--- config.mk ---
export PLATFORM = sky130hd
export DESIGN_NAME = eco32_core_wbu_rfw
export DESIGN_NICKNAME = d
export VERILOG_FILES = /design/src/rtl/eco32_core_pkg.sv /design/src/rtl/eco32_core_wbu_lfmt.sv /design/src/rtl/eco32_core_wbu_rfw.sv
export SDC_FILE = /design/constraint.sdc
export NUM_CORES = 1
export LEC_CHECK = 0
export ABC_AREA = 1
export CORE_MARGIN = 2
export CORE_UTILIZATION = 50
export DETAILED_ROUTE_END_ITERATION = 7
export PLACE_DENSITY = 0.76
export SKIP_CTS_REPAIR_TIMING = 1
export SYNTH_ARGS = -nofsm -noshare
export SYNTH_HDL_FRONTEND = slang
export SYNTH_SLANG_ARGS = --single-unit
--- constraint.sdc ---
create_clock -name clk -period 2 [get_ports clk]
set_input_delay 0.4 -clock clk [delete_from_list [all_inputs] [get_ports clk]]
set_output_delay 0.4 -clock clk [all_outputs]
set_load 0.02 [all_outputs]
--- src/rtl/eco32_core_pkg.sv ---
// eco32_core_pkg: constants and types shared by the eco32 core write-back unit.
//   - load size codes (BYTE/HALF/WORD)
//   - return FIFO depth and pointer width
//   - register-file geometry (count, address width, lane layout)
//   - the load-return record carried through the FIFO
package eco32_core_pkg;

  localparam int XLEN       = 32;
  localparam int NUM_LANES  = 4;
  localparam int LANE_W     = 8;
  localparam int NUM_REGS   = 32;
  localparam int REG_AW     = 5;
  localparam int FIFO_DEPTH = 4;
  localparam int FIFO_AW    = 2;
  localparam int FIFO_CW    = 3;

  typedef enum logic [1:0] {
    SZ_BYTE = 2'd0,
    SZ_HALF = 2'd1,
    SZ_WORD = 2'd2
  } size_e;

  // One memory return as queued in the FIFO; formatting happens at drain.
  typedef struct packed {
    logic [REG_AW-1:0] addr;
    logic [XLEN-1:0]   data;
    logic [1:0]        size;
    logic              sign;
    logic              ins;
    logic [1:0]        off;
  } ld_rsp_t;

  function automatic logic [NUM_REGS-1:0] reg_onehot(input logic [REG_AW-1:0] a);
    return {{(NUM_REGS-1){1'b0}}, 1'b1} << a;
  endfunction

endpackage

--- src/rtl/eco32_core_wbu_lfmt.sv ---
// eco32_core_wbu_lfmt: combinational load-return formatter.
//   in : m_data  raw aligned memory word
//        size    0 byte, 1 half, 2 word (3 treated as word)
//        sign    sign-extend byte/half in full-word mode
//        ins     lane-insert mode: replicate into lanes, partial byte enables
//        off     byte offset (half uses off[1])
//   out: f_data  value for the register-file write port
//        f_ben   byte-lane enables
module eco32_core_wbu_lfmt
  import eco32_core_pkg::*;
(
  input  logic [XLEN-1:0]      m_data,
  input  logic [1:0]           size,
  input  logic                 sign,
  input  logic                 ins,
  input  logic [1:0]           off,
  output logic [XLEN-1:0]      f_data,
  output logic [NUM_LANES-1:0] f_ben
);

  logic [NUM_LANES-1:0][LANE_W-1:0] lanes;
  logic [LANE_W-1:0]                byte_v;
  logic [2*LANE_W-1:0]              half_v;

  assign lanes  = m_data;
  assign byte_v = lanes[off];
  assign half_v = off[1] ? m_data[31:16] : m_data[15:0];

  always_comb begin
    f_data = m_data;
    f_ben  = '1;
    case (size)
      SZ_BYTE: begin
        if (ins) begin
          f_data = {NUM_LANES{byte_v}};
          f_ben  = 4'b0001 << off;
        end else begin
          f_data = {{(XLEN-LANE_W){sign & byte_v[LANE_W-1]}}, byte_v};
        end
      end
      SZ_HALF: begin
        if (ins) begin
          f_data = {2{half_v}};
          f_ben  = 4'b0011 << {off[1], 1'b0};
        end else begin
          f_data = {{(XLEN-2*LANE_W){sign & half_v[2*LANE_W-1]}}, half_v};
        end
      end
      default: ;
    endcase
  end

endmodule

--- src/rtl/eco32_core_wbu_rfw.sv ---
// eco32_core_wbu_rfw: write-back unit register-file write arbiter.
// Merges ALU results and formatted memory returns onto one registered
// register-file write port and tracks outstanding loads per register.
//   ALU side   : a_stb/a_ben/a_addr/a_data in, a_hold out (FIFO full)
//   load issue : l_stb/l_addr sets the busy bit of the destination
//   mem return : m_stb/m_addr/m_data/m_size/m_sign/m_ins/m_off in, m_rdy out;
//                queued in a 4-entry FIFO, drained whenever a_stb is low
//   write port : w_ena/w_ben/w_addr/w_data, registered
//   busy       : pending-load scoreboard, one bit per register
// Optional feature macro ECO32_RFW_BYPASS_EN adds byp_ena/byp_addr/byp_data,
// the pre-register write value, valid only for full-word writes.
module eco32_core_wbu_rfw
  import eco32_core_pkg::*;
(
  input  logic                 clk,
  input  logic                 rst_n,
  input  logic                 a_stb,
  input  logic [3:0]           a_ben,
  input  logic [4:0]           a_addr,
  input  logic [31:0]          a_data,
  output logic                 a_hold,
  input  logic                 l_stb,
  input  logic [4:0]           l_addr,
  input  logic                 m_stb,
  output logic                 m_rdy,
  input  logic [4:0]           m_addr,
  input  logic [31:0]          m_data,
  input  logic [1:0]           m_size,
  input  logic                 m_sign,
  input  logic                 m_ins,
  input  logic [1:0]           m_off,
  output logic                 w_ena,
  output logic [3:0]           w_ben,
  output logic [4:0]           w_addr,
  output logic [31:0]          w_data,
  output logic [31:0]          busy
`ifdef ECO32_RFW_BYPASS_EN
  ,
  output logic                 byp_ena,
  output logic [4:0]           byp_addr,
  output logic [31:0]          byp_data
`endif
);

  // return FIFO
  ld_rsp_t [FIFO_DEPTH-1:0] fifo_q, fifo_d;
  logic [FIFO_AW-1:0]       wr_ptr_q, wr_ptr_d, rd_ptr_q, rd_ptr_d;
  logic [FIFO_CW-1:0]       cnt_q, cnt_d;
  logic                     push, pop;
  ld_rsp_t                  head;

  // write port / scoreboard
  logic                 w_ena_q, w_ena_d;
  logic [3:0]           w_ben_q, w_ben_d;
  logic [REG_AW-1:0]    w_addr_q, w_addr_d;
  logic [XLEN-1:0]      w_data_q, w_data_d;
  logic [NUM_REGS-1:0]  busy_q, busy_d, busy_set, busy_clr;

  logic [XLEN-1:0]      f_data;
  logic [NUM_LANES-1:0] f_ben;

  assign m_rdy  = (cnt_q < FIFO_CW'(FIFO_DEPTH));
  assign a_hold = (cnt_q == FIFO_CW'(FIFO_DEPTH));
  assign push   = m_stb & m_rdy;
  // ALU owns the port whenever it presents; loads only fill the gaps.
  assign pop    = ~a_stb & (cnt_q != '0);
  assign head   = fifo_q[rd_ptr_q];

  eco32_core_wbu_lfmt u_lfmt (
    .m_data (head.data),
    .size   (head.size),
    .sign   (head.sign),
    .ins    (head.ins),
    .off    (head.off),
    .f_data (f_data),
    .f_ben  (f_ben)
  );

  always_comb begin
    fifo_d   = fifo_q;
    wr_ptr_d = wr_ptr_q;
    rd_ptr_d = rd_ptr_q;
    cnt_d    = cnt_q;
    if (push) begin
      fifo_d[wr_ptr_q] = '{addr: m_addr, data: m_data, size: m_size,
                           sign: m_sign, ins: m_ins, off: m_off};
      wr_ptr_d = wr_ptr_q + 1'b1;
    end
    if (pop) rd_ptr_d = rd_ptr_q + 1'b1;
    case ({push, pop})
      2'b10:   cnt_d = cnt_q + 1'b1;
      2'b01:   cnt_d = cnt_q - 1'b1;
      default: ;
    endcase
  end

  // Data fields hold their last value on idle cycles; only w_ena drops.
  // Writes to r0 are suppressed but still retire the load below.
  always_comb begin
    w_ena_d  = 1'b0;
    w_ben_d  = w_ben_q;
    w_addr_d = w_addr_q;
    w_data_d = w_data_q;
    if (a_stb) begin
      w_ena_d  = (a_addr != '0);
      w_ben_d  = a_ben;
      w_addr_d = a_addr;
      w_data_d = a_data;
    end else if (pop) begin
      w_ena_d  = (head.addr != '0);
      w_ben_d  = f_ben;
      w_addr_d = head.addr;
      w_data_d = f_data;
    end
  end

  // Set wins over clear so a reissued load to the same register stays busy.
  always_comb begin
    busy_set = '0;
    busy_clr = '0;
    if (l_stb && l_addr != '0) busy_set = reg_onehot(l_addr);
    if (pop)                   busy_clr = reg_onehot(head.addr);
    busy_d = (busy_q & ~busy_clr) | busy_set;
  end

  always_ff @(posedge clk or negedge rst_n) begin
    if (!rst_n) begin
      fifo_q   <= '0;
      wr_ptr_q <= '0;
      rd_ptr_q <= '0;
      cnt_q    <= '0;
      w_ena_q  <= 1'b0;
      w_ben_q  <= '0;
      w_addr_q <= '0;
      w_data_q <= '0;
      busy_q   <= '0;
    end else begin
      fifo_q   <= fifo_d;
      wr_ptr_q <= wr_ptr_d;
      rd_ptr_q <= rd_ptr_d;
      cnt_q    <= cnt_d;
      w_ena_q  <= w_ena_d;
      w_ben_q  <= w_ben_d;
      w_addr_q <= w_addr_d;
      w_data_q <= w_data_d;
      busy_q   <= busy_d;
    end
  end

  assign w_ena  = w_ena_q;
  assign w_ben  = w_ben_q;
  assign w_addr = w_addr_q;
  assign w_data = w_data_q;
  assign busy   = busy_q;

`ifdef ECO32_RFW_BYPASS_EN
  // Forwarding only makes sense for a complete register value.
  assign byp_ena  = w_ena_d & (w_ben_d == 4'hF);
  assign byp_addr = w_addr_d;
  assign byp_data = w_data_d;
`endif

endmodule

Word-level counts from Yosys, hierarchy flattened
Cells that the tools add are included.
Storage, ports and cells
  output and inout port bits: 76
  bits of input ports: 94
  word-level logic and storage cells: 91
  register bits after elaboration: 253
Cells by class
  shift-type cells: 4
  magnitude comparators: 5
  add/sub/neg operators: 4
  muxes and demuxes: 25
  reduce and logical (&&, ||, !) cells: 9
  eq/ne operators: 4
  bitwise logic cells: 8
Operator list (count)
  two-way mux 32 bit: 6
  bitwise mux 172 bit: 1
  binary-select mux 43 bit (select 2 bit): 1
  demux 43 bit (select 2 bit): 1
  two-way mux 43 bit: 2
  one-hot mux 32 bit (2 select lines): 1
  << shifter 1 x 5 -> 32 bit, first input constant: 2
  bitwise AND 32 bit: 1
  NOT 32 bit: 1
  bitwise OR 32 bit: 1
  binary-select mux 8 bit (select 2 bit): 1
  two-way mux 16 bit: 1
  two-way mux 4 bit: 4
  nonzero test 5 bit: 3
  two-way mux 5 bit: 2
  < comparator 2 x 3 -> 1 bit, second input constant: 3
  two-way mux 8 bit: 1
  one-hot mux 4 bit (2 select lines): 1
  one-hot mux 3 bit (2 select lines): 1
  adder 2 x 1 -> 2 bit, second input constant: 2
  bitwise AND 1 bit: 4
  equality test 2 x 1 -> 1 bit, second input constant: 2
  nonzero test 2 bit: 2
  << shifter 1 x 2 -> 4 bit, first input constant: 1
  other kinds (12): 14

Longest topological paths before layout
  depth after elaboration: 9
  gate-level depth with buffers: 13
  gate-level depth less buffers: 12

By module
From an unflattened synthesis, not the netlist that was laid out.
Second synthesis, totals
  cell total of the unflattened synthesis: 1603
  area, all modules: 12538.3 µm²
By module, submodules not included
  eco32_core_wbu_rfw: area an instance 11364.6 µm², sequential area each 6331.1 µm², times used 1, cells each 1337
  eco32_core_wbu_lfmt: area an instance 1173.6 µm², sequential area each 0.0 µm², times used 1, cells each 266

Least setup slack after synthesis
OpenSTA, ideal clock, no wires.
  path type: register -> register
  start point: register cnt_q[0]
  end point: register cnt_q[2]
  cell stages (with the launch flop): 11
  setup time: 0.131 ns
  slack: 0.169 ns
  arrival: 1.700 ns
  buffers on the path: 0
  data required time: 1.869 ns
  clock period less this slack: 1.831 ns
  path through: dfrtp_1 inv_1 nand3_1 nand2_1 inv_2 ha_1 inv_1 fa_1 a21oi_1 o21ai_0 xor2_1
On the way
  longest elaborated chain between the ends: 4
  elaborated cells between the ends (all ways): 10
  classes of those cells: add/sub: 2; order compare: 1; eq/ne: 2; mux: 1; bitwise: 2; reduce/logical: 2
RTL lines
  start, declared: line eco32_core_wbu_rfw.sv:48  | logic [FIFO_CW-1:0] cnt_q, cnt_d;
  start signal, assigned: line eco32_core_wbu_rfw.sv:141  | cnt_q <= cnt_d;
  nonzero test 3 bit (*): line eco32_core_wbu_rfw.sv:66  | assign pop = ~a_stb & (cnt_q != '0);
  bitwise AND 1 bit (*): line eco32_core_wbu_rfw.sv:66
  named net pop: line eco32_core_wbu_rfw.sv:49  | logic push, pop;
  equality test 2 x 1 -> 1 bit or equality test 2 bit (tied branches): line eco32_core_wbu_rfw.sv:90  | case ({push, pop})
  one-hot mux 3 bit (2 select lines) or nonzero test 2 bit (tied branches)
The timed path passes the listed nets; every way through them passes the cells marked *.
A chain may end at the register's enable or synchronous reset.

Worst setup path in the final report
  start point: register rd_ptr_q[0]
  end point: register w_data_q[23], in the netlist w_data[23]
On the way
  longest elaborated chain between the ends: 9
  elaborated cells between the ends (all ways): 14
  classes of those cells: eq/ne: 1; mux: 10; bitwise: 2; reduce/logical: 1
RTL lines
  start, declared: line eco32_core_wbu_rfw.sv:47  | logic [FIFO_AW-1:0] wr_ptr_q, wr_ptr_d, rd_ptr_q, rd_ptr_d;
  start signal, assigned: line eco32_core_wbu_rfw.sv:140  | rd_ptr_q <= rd_ptr_d;
  binary-select mux 43 bit (select 2 bit) (*): line eco32_core_wbu_rfw.sv:67  | assign head = fifo_q[rd_ptr_q];
  two-way mux 43 bit (not written as such) (*): line eco32_core_wbu_rfw.sv:67
  binary-select mux 8 bit (select 2 bit): line eco32_core_wbu_lfmt.sv:26  | assign byte_v = lanes[off];
  two-way mux 8 bit (not written as such): line eco32_core_wbu_lfmt.sv:26
  bitwise AND 1 bit: line eco32_core_wbu_lfmt.sv:38  | f_data = {{(XLEN-LANE_W){sign & byte_v[LANE_W-1]}}, byte_v};
  two-way mux 32 bit: line eco32_core_wbu_lfmt.sv:34  | if (ins) begin
  one-hot mux 32 bit (2 select lines) (*): line eco32_core_wbu_lfmt.sv:32  | case (size)
  two-way mux 32 bit (*): line eco32_core_wbu_rfw.sv:109  | end else if (pop) begin
  two-way mux 32 bit (*): line eco32_core_wbu_rfw.sv:104  | if (a_stb) begin
  end signal, assigned: line eco32_core_wbu_rfw.sv:145  | w_data_q <= w_data_d;
  end, declared: line eco32_core_wbu_rfw.sv:56  | logic [XLEN-1:0] w_data_q, w_data_d;
Every way passes the cells marked *; elsewhere a longest branch is shown, timed or not. The select of a mux whose other input is x is not followed.

==> impl_metrics.env <==
export IMPL_status="finished with violations"
export IMPL_violations="setup timing"
export IMPL_initial_core_util_pct=50.93
export IMPL_cts_buffers=27
export IMPL_multiInputGateArea_mm2=0.005793
export IMPL_chipWidth_um=164.4
export IMPL_r2r_setup_slack_ps=-80
export IMPL_wirelength_met1_um=15810
export IMPL_syn_to_final_growth_pct=33.38
export IMPL_synth_ff_type="dfrtp_1"
export IMPL_crit_arrival_ps=2510
export IMPL_drtPass1Iterations=6
export IMPL_synth_commonest_cells="nand2_1, dfrtp_1, o21ai_0"
export IMPL_num_fill_cells=2010
export IMPL_cts_root_buf="clkbuf_16"
export IMPL_worstRegToRegCells=13
export IMPL_cap_violations=0
export IMPL_fin_util_pct=67.93
export IMPL_wl_per_cell_um=17.25
export IMPL_antenna_cells=0
export IMPL_setup_viol=21
export IMPL_wirelength_um=38560
export IMPL_die_y_um=164.4
export IMPL_critPathMaxStageDelay_ps=450
export IMPL_path_class="reg -> reg"
export IMPL_top_layer_used="met4"
export IMPL_cp_end_kind="flop"
export IMPL_layout_nets=1986
export IMPL_antenna_found_initial=0
export IMPL_grt_use_total_pct=27.12
export IMPL_dp_cells=2158
export IMPL_place_congestion=0.8839
export IMPL_path_cells="buf_6 -> buf_12 -> nand2_1 -> nand3_2 -> nand2_4 -> nand2_2 -> nand2_2 -> nand2_4 -> nand4_1 -> buf_4 -> nand3_2 -> nand2_1 -> nand2_1"
export IMPL_clk_latency_ps=540
export IMPL_core_area_mm2=0.02525
export IMPL_drt_iter0_markers=1170
export IMPL_clock_sinks=253
export IMPL_routed_via_density=5.521
export IMPL_ys_seq_area_share_pct=49.22
export IMPL_cts_tree="built"
export IMPL_grt_max_degree=87
export IMPL_ys_warn_count=0
export IMPL_path_clk_slew_ps=60
export IMPL_clock_tree_buffer_depth=3
export IMPL_drive_gt1_share_pct=15.49
export IMPL_avgSynthCellArea_um2=7.725
export IMPL_synth_top_area_share_pct=49.22
export IMPL_tightest_slew_ps=474.9
export IMPL_cpMostUsedCell="nand2_1"
export IMPL_synth_top_area_cell="dfrtp_1"
export IMPL_fin_setup_tns_ps=-769.4
export IMPL_p_per_area_mw_per_mm2=1941
export IMPL_yosysMostFrequentCell="nand2_1"
export IMPL_h_tree_depth=1
export IMPL_crit_required_ps=2430
export IMPL_crit_start="rd_ptr_q[0]"
export IMPL_cp_slowest_cell="dfrtp_2"
export IMPL_skew_ps=19.03
export IMPL_grt_pass1_wl_um=58840
export IMPL_maxSlewViolCount=0
export IMPL_grt_pass1_vias=11648
export IMPL_design_power_total_mw=33.30
export IMPL_num_rows=58
export IMPL_hp_class="in -> async"
export IMPL_via_count=12340
export IMPL_final_hold_viol_count=0
export IMPL_ys_top_cells_by_area="dfrtp_1, nand2_1, o21ai_0"
export IMPL_async_flop_share_pct=100.0
export IMPL_rr_startpoint="rd_ptr_q[0]"
export IMPL_drc=0
export IMPL_dp_slack_ps=-165.4
export IMPL_grt_ovfl_total=0
export IMPL_seq_area_mm2=0.006332
export IMPL_antenna_left=0
export IMPL_worstPathMaxFanout=12
export IMPL_fin_cells=2235
export IMPL_synthCells=1665
export IMPL_synth_enable_flop_cells=0
export IMPL_cp_start_kind="flop"
export IMPL_met2_length_um=18280
export IMPL_rr_endpoint="w_data[23]"
export IMPL_rsz0062_at_grt="yes"
export IMPL_wl_met3_um=2965
export IMPL_portBuffers=169
export IMPL_relSlewSlack_pct=68.34
export IMPL_timing_final_crit_share_pct=103.8
export IMPL_syn_nets=1765
export IMPL_fmax_mhz=481.5
export IMPL_io_pins=170
export IMPL_netlist_area_mm2=0.01286
export IMPL_final_min_clock_period_ps=2077
export IMPL_power_leakage_nw=8.295
export IMPL_hpwl_um=24630
export IMPL_die_area_mm2=0.02702
export IMPL_worst_slack_ps=-76.67
export IMPL_ir_drop_uv=903.3
export IMPL_ys_types=38
export IMPL_ys_ff_latch=253
-- stage by stage --
step           hold slack [ps]  instance area (um^2)
6_report                 355.8                 17160
3_3_place_gp             330.0                 15400
3_5_place_dp             335.9                 15400
5_1_grt                  387.4                 17160
2_1_floorplan            104.4                 12860
4_1_cts                 -222.0                 16270
-- flip-flops by register name, summed over array words and instances (netlist names) --
register  cells
fifo_q      172
w_data       32
w_ben         4
cnt_q         3
wr_ptr_q      2
w_ena         1
w_addr        5
rd_ptr_q      2
busy         32
-- power by group --
part           leakage (nW)  switching (mW)  internal, mW
logic                  4.72            11.4          8.10
clock network         0.435            2.06          2.86
registers              3.14            1.35          7.51
-- routing by layer --
metal / track usage (%) / up-vias
met1: 37.17 / 5863
met3: 3.616 / 119
met5: 0 / -
met4: 7.905 / 0
li1: - / 5841
met2: 45.36 / 517
-- kinds of logic (layout without fill, tap and decap cells) --
| group | Yosys count | count (layout) | synth area share (%) |
|---|---|---|---|
| AO/OA/AOI/OAI | 350 | 350 | 14.68 |
| XOR/XNOR | 4 | 4 | 0.2724 |
| adder cells (fa/ha/maj) | 6 | 6 | 0.6420 |
| buffers and inverters | 248 | 487 | 8.813 |
| flip-flops | 253 | 253 | 49.22 |
| AND/OR/NAND/NOR | 804 | 805 | 26.37 |
-- worst max-delay path, delay by kind of cell, from the launching register on --
kind / cells / cell delay, ps
buffers and inverters: 3 / 450
flip-flops: 1 / 450
AND/OR/NAND/NOR: 10 / 1040
-- worst max path at each step --
stage	endpoint	slack, ps	cells past startpoint
3_3_place_gp	cnt_q[2]	-200	10
3_5_place_dp	cnt_q[2]	-170	10
2_1_floorplan	cnt_q[2]	170	10
4_1_cts	a_hold	-240	2
5_1_grt	w_data[18]	-170	12
6_report	w_data[23]	-80	13
-- cell type report --
type,instances,area share [%]
Clock inverter,10,0.4960
Timing Repair Buffer,288,18.34
Sequential cell,253,36.91
Inverter,151,3.486
Multi-Input combinational cell,1165,33.77
Tap cell,330,2.407
Clock buffer,38,4.588
-- layout by cell type, fill, tap and decap left out, types with 8 or more instances in the layout --
| cell type | instances |
|---|---|
| clkdlybuf4s50_1 | 166 |
| o21bai_1 | 22 |
| nand2_2 | 51 |
| dfrtp_1 | 252 |
| a31oi_1 | 8 |
| nand3_1 | 124 |
| inv_1 | 137 |
| a21oi_1 | 19 |
| nor2_1 | 12 |
| nand2_4 | 12 |
| nand2_1 | 539 |
| o21ai_0 | 235 |
| nand3_2 | 23 |
| o21ai_1 | 31 |
| buf_12 | 26 |
| o211ai_1 | 13 |
| clkbuf_16 | 35 |
| buf_6 | 13 |
| nand4_1 | 8 |
| buf_4 | 68 |
Note: power is estimated with default switching activity, not from simulation.
